===== config.mk =====
export PLATFORM = sky130hd
export DESIGN_NAME = d_sram_like_bridge
export DESIGN_NICKNAME = d
export VERILOG_FILES = /design/src/rtl/d_sram_like_bridge_pkg.sv /design/src/rtl/d_sram_like_bridge.sv
export SDC_FILE = /design/constraint.sdc
export NUM_CORES = 1
export LEC_CHECK = 0
export CORE_AREA = 2 2 118 120
export DETAILED_ROUTE_END_ITERATION = 10
export DIE_AREA = 0 0 120 122
export GPL_TIMING_DRIVEN = 0
export HOLD_SLACK_MARGIN = 0.03
export PLACE_DENSITY = 0.83
export SLEW_MARGIN = 15
export SYNTH_ARGS = -nofsm -noshare
export SYNTH_HDL_FRONTEND = slang
export SYNTH_SLANG_ARGS = --single-unit

===== constraint.sdc =====
create_clock -name clk -period 4.3 [get_ports clk]
set_clock_uncertainty 0.15 [all_clocks]
set_input_delay 0.86 -clock clk [delete_from_list [all_inputs] [get_ports clk]]
set_output_delay 0.86 -clock clk [all_outputs]
set_load 0.01 [all_outputs]

===== src/rtl/d_sram_like_bridge_pkg.sv =====
// d_sram_like_bridge_pkg
//   Shared definitions for the sram-like bus bridges (data and instruction side).
//   - bridge_state_e : 2-bit bridge FSM encoding
//   - SZ_*           : bus size codes carried on data_size / mem_size
package d_sram_like_bridge_pkg;

    typedef enum logic [1:0] {
        StIdle     = 2'd0,
        StWaitAddr = 2'd1,
        StWaitData = 2'd2,
        StHold     = 2'd3
    } bridge_state_e;

    localparam logic [1:0] SZ_BYTE = 2'd0;
    localparam logic [1:0] SZ_HALF = 2'd1;
    localparam logic [1:0] SZ_WORD = 2'd2;

endpackage


===== src/rtl/d_sram_like_bridge.sv =====
// d_sram_like_bridge
//   Data-side bridge between the pipeline M stage and a sram-like data bus.
//   One bus transaction per M-stage access, at most one outstanding. Load data is
//   returned on mem_rdata and held while other stall sources freeze the pipeline.
//
// Ports
//   clk, rst        : clock, asynchronous active-low reset
//   mem_req         : M stage holds a load/store (level, held while stalled)
//   mem_wr          : 1 = store, 0 = load
//   mem_size        : 0 byte, 1 half, 2 word
//   mem_wstrb       : byte enables
//   mem_addr        : byte address
//   mem_wdata       : lane-aligned store data
//   longest_stall   : OR of all pipeline stall sources (includes d_stall)
//   mem_rdata       : load data to the pipeline
//   d_stall         : data-access stall request
//   data_*          : sram-like bus master side
module d_sram_like_bridge
    import d_sram_like_bridge_pkg::*;
#(
    parameter int unsigned ADDR_W = 32,
    parameter int unsigned DATA_W = 32
) (
    input  logic                clk,
    input  logic                rst,

    input  logic                mem_req,
    input  logic                mem_wr,
    input  logic [1:0]          mem_size,
    input  logic [DATA_W/8-1:0] mem_wstrb,
    input  logic [ADDR_W-1:0]   mem_addr,
    input  logic [DATA_W-1:0]   mem_wdata,
    input  logic                longest_stall,
    output logic [DATA_W-1:0]   mem_rdata,
    output logic                d_stall,

    output logic                data_req,
    output logic                data_wr,
    output logic [1:0]          data_size,
    output logic [DATA_W/8-1:0] data_wstrb,
    output logic [ADDR_W-1:0]   data_addr,
    output logic [DATA_W-1:0]   data_wdata,
    input  logic                data_addr_ok,
    input  logic                data_data_ok,
    input  logic [DATA_W-1:0]   data_rdata
);

    localparam int unsigned StrbW = DATA_W / 8;

    bridge_state_e     state_q, state_d;

    // Latched command, replayed on the bus while waiting for addr_ok.
    logic              cmd_wr_q;
    logic [1:0]        cmd_size_q;
    logic [StrbW-1:0]  cmd_wstrb_q;
    logic [ADDR_W-1:0] cmd_addr_q;
    logic [DATA_W-1:0] cmd_wdata_q;
    logic [DATA_W-1:0] rdata_q;

    logic              cmd_ld;
    logic              rdata_ld;
    logic              st_idle, st_wait_addr, st_wait_data;
    logic [StrbW-1:0]  mem_wstrb_eff;

    assign st_idle      = (state_q == StIdle);
    assign st_wait_addr = (state_q == StWaitAddr);
    assign st_wait_data = (state_q == StWaitData);

    // Loads never drive strobes onto the bus.
    assign mem_wstrb_eff = mem_wr ? mem_wstrb : '0;

    // ---------------------------------------------------------------- next state
    always_comb begin
        state_d  = state_q;
        cmd_ld   = 1'b0;
        rdata_ld = 1'b0;
        unique case (state_q)
            StIdle: begin
                if (mem_req) begin
                    cmd_ld  = 1'b1;
                    state_d = data_addr_ok ? StWaitData : StWaitAddr;
                end
            end
            StWaitAddr: begin
                if (data_addr_ok) begin
                    state_d = StWaitData;
                end
            end
            StWaitData: begin
                // d_stall is already low in the data_ok cycle, so a high
                // longest_stall here comes from some other stall source.
                if (data_data_ok) begin
                    rdata_ld = 1'b1;
                    state_d  = longest_stall ? StHold : StIdle;
                end
            end
            StHold: begin
                if (!longest_stall) begin
                    state_d = StIdle;
                end
            end
            default: state_d = StIdle;
        endcase
    end

    // ---------------------------------------------------------------- state
    always_ff @(posedge clk or negedge rst) begin
        if (!rst) begin
            state_q     <= StIdle;
            cmd_wr_q    <= 1'b0;
            cmd_size_q  <= 2'b00;
            cmd_wstrb_q <= '0;
            cmd_addr_q  <= '0;
            cmd_wdata_q <= '0;
            rdata_q     <= '0;
        end else begin
            state_q <= state_d;
            if (cmd_ld) begin
                cmd_wr_q    <= mem_wr;
                cmd_size_q  <= mem_size;
                cmd_wstrb_q <= mem_wstrb_eff;
                cmd_addr_q  <= mem_addr;
                cmd_wdata_q <= mem_wdata;
            end
            if (rdata_ld) begin
                rdata_q <= data_rdata;
            end
        end
    end

    // ---------------------------------------------------------------- outputs
    // IDLE issues straight from the M stage (zero-latency); WAIT_ADDR replays
    // the latched command so M-stage changes cannot corrupt a pending request.
    // Every output is also forced low while rst is asserted.
    always_comb begin
        data_req   = 1'b0;
        data_wr    = 1'b0;
        data_size  = 2'b00;
        data_wstrb = '0;
        data_addr  = '0;
        data_wdata = '0;
        d_stall    = 1'b0;
        mem_rdata  = rdata_q;
        if (rst) begin
            if (st_idle) begin
                data_req   = mem_req;
                data_wr    = mem_wr;
                data_size  = mem_size;
                data_wstrb = mem_wstrb_eff;
                data_addr  = mem_addr;
                data_wdata = mem_wdata;
            end else begin
                data_req   = st_wait_addr;
                data_wr    = cmd_wr_q;
                data_size  = cmd_size_q;
                data_wstrb = cmd_wstrb_q;
                data_addr  = cmd_addr_q;
                data_wdata = cmd_wdata_q;
            end
            d_stall = mem_req &
                      (st_idle | st_wait_addr | (st_wait_data & ~data_data_ok));
            // Forward bus data in the completion cycle so the pipeline can
            // advance without an extra cycle.
            if (st_wait_data && data_data_ok) begin
                mem_rdata = data_rdata;
            end
        end
    end

endmodule


==> impl_metrics.json <==
{
  "relSlewSlack_pct": 64.18,
  "ant_nets": 0,
  "cts_tree": "done",
  "cts_buffer_depth": 2,
  "diodes": 0,
  "rows": 43,
  "vdd_drop_max_uv": 234.6,
  "final_cell_area_sq_mm": 0.008942,
  "pre_cts_ws_ns": 0.4409,
  "synth_area_sq_mm": 0.006285,
  "post-route-period-util_pct": 88.14,
  "remaining_drc_errors": 0,
  "num_vias": 5143,
  "first_global_vias": 5440,
  "die_h_um": 122,
  "numCtsBuffers": 9,
  "detailed_place_hpwl_um": 12980,
  "synth-main-ff-cell": "dfrtp_1",
  "worstSetupEndpointType": "output port",
  "yosys.area.top_type": "dfrtp_1",
  "antenna_found_initial": 0,
  "final-instance-count-excl-fill": 936,
  "ctsHoldBuffers": 0,
  "yosysSeqAreaShare_pct": 41.81,
  "cts_resized": 0,
  "path_clk_slew_ns": 0.07,
  "drt_iter0_markers": 306,
  "nNetsFinal": 861,
  "area_delta_synth_final_pct": 42.29,
  "synth_top_cells_by_area": "dfrtp_1 (42%), mux2_4 (16%), mux2_2 (8.4%), or3b_1 (6.4%), o21ai_0 (5.8%)",
  "htree_levels": 3,
  "hold_violations": 0,
  "syn_inst": 528,
  "wl_per_cell_um": 18.72,
  "post-route-min-period_ns": 3.790,
  "async_flop_share_pct": 100.0,
  "cap_violations": 0,
  "cp-start-kind": "primary input",
  "grt_max_degree": 60,
  "syn_area_per_cell_sq_um": 11.90,
  "via_per_inst": 5.495,
  "crit_fanout": 59,
  "synth_nets": 637,
  "ys_ff_latch": 105,
  "power_leakage_nw": 3.597,
  "first_pass_iters": 4,
  "drv_slew": 0,
  "drive_above_1_share_pct": 23.81,
  "io_pins": 214,
  "track_usage_pct": 23.74,
  "synth_edf_count": 0,
  "yosysUniqueCellTypes": 29,
  "core_sq_mm": 0.01350,
  "io_buffer_count": 212,
  "hold_path.class": "in2async",
  "setup-violations-final": 0,
  "postCtsSetupBuffers": 0,
  "yosysWarnings": 0,
  "die-area_sq_mm": 0.01464,
  "power_per_cell_area_mw_per_mm2": 543.4,
  "dpl-instance-area_sq_mm": 0.008661,
  "clock-sinks": 105,
  "worst_pin_slew_ns": 0.5373,
  "start_util_pct": 46.54,
  "run_status": "finished, final reports clean",
  "worstSetupPathType": "in2out",
  "critical_path_arrival_ns": 2.78,
  "rsz0062_at_grt": "false",
  "ff2ff_path_depth": 5,
  "clk_latency_ns": 0.34,
  "dp_cells": 921,
  "yosysTopAreaCellShare_pct": 41.81,
  "drt-total-wl_um": 17530,
  "grt_pass1_wl_um": 27640,
  "grt.overflow.total": 0,
  "fin_ws_ns": 0.5101,
  "worstPathRequired_ns": 3.29,
  "clockRootBuffer": "clkbuf_16",
  "gp_congestion": 0.7642,
  "whs_ns": 0.2983,
  "die_w_um": 120,
  "fmax_mhz": 263.9
}
[sequential cells by signal, indices dropped and copies added, names as in the netlist]
name / cells
rdata_q: 32
state_q: 2
cmd_wdata_q: 32
cmd_addr_q: 32
cmd_size_q: 2
cmd_wr_q: 1
cmd_wstrb_q: 4
[final timing paths]
| check | startpoint | end | slack, ns |
|---|---|---|---|
| worst max-delay path | rst | mem_rdata[24] | 0.51 |
| worst min-delay path | rst | rdata_q[1] | 0.30 |
| worst max register to register | state_q[1] | cmd_addr_q[27] | 2.35 |
| worst min register to register | rdata_q[11] | rdata_q[11] | 0.34 |
| max in group asynchronous | rst | cmd_addr_q[19] | 3.04 |
| min in group clk | rdata_q[11] | rdata_q[11] | 0.34 |
[metal layers]
metal	vias to the layer above	GRT usage (%)	part of all wire (%)
met3	34	5.150	6.7
met4	0	9.044	2.6
met2	221	39.84	49
met5	-	0	0
met1	2522	30.08	42
li1	2366	-	-
[synth_stat cells, drive strengths merged, types with 4 or more instances]
cell type	n
dfrtp	105
a21oi	71
or3b	67
nand2	4
o21ai	73
nand4bb	4
clkbuf	31
mux2i	5
mux2	131
inv	5
buf	23
[layout by cell type (no fill, tap or decap)]
cell type	count
inv_2	1
clkinv_2	1
nor2_1	1
nand4b_4	1
buf_6	10
nand3b_4	1
a21oi_1	71
mux2_1	18
clkinvlp_4	2
buf_1	1
o31ai_1	1
nand2_1	4
nor3_1	1
or3b_1	46
dfrtp_1	105
and3_1	1
buf_12	7
clkbuf_16	9
o21ba_2	1
buf_16	1
clkbuf_8	2
mux2i_1	5
clkinv_4	1
o21ai_0	73
o211ai_1	1
buf_2	3
clkdlybuf4s50_1	211
clkbuf_2	2
nand4bb_1	4
nor3b_2	1
buf_4	3
or3b_2	21
mux2_2	47
inv_1	4
mux2_4	66
clkbuf_1	29
[worst max-delay path, cell delays in order]
cell,delay [ns]
buf_6,0.37
buf_16,0.33
nand4b_4,0.20
buf_6,0.19
mux2_2,0.23
clkdlybuf4s50_1,0.55
[power by group]
part / internal [mW] / switching, mW
clock: 0.422 / 0.368
sequential: 1.43 / 0.241
combinational: 1.46 / 0.940
total: 3.31 / 1.55
[cell families after synthesis]
kind of cell    count (synthesis)  synth area share (%)
compound gates                147                 11.87
flops                         105                 41.81
mux                           136                 28.21
buf+inv                        59                 6.689
simple gates                   81                 11.43
[cell type report]
class                      count  area [sq um]
fill                        1053          4562
tap                          180         225.2
clock inverter                 4         28.78
timing repair buffer         213          2151
sequential                   105          2628
buffer                        54         401.6
inverter                       5         18.77
multi-input combinational    364          3237
clock buffer                  11         252.7
[metrics by stage]
step / util, % / setup TNS (ns) / total power, mW
final: 66.22 / 0 / 4.860
after CTS: 66.22 / 0 / 4.882
after global placement: 63.92 / -557.30 / 3.974
after floorplan: - / 0 / 3.032
after global routing: 66.22 / 0 / 5.143
after detailed placement: 64.13 / 0 / 4.070
(Power assumes the default switching activity.)
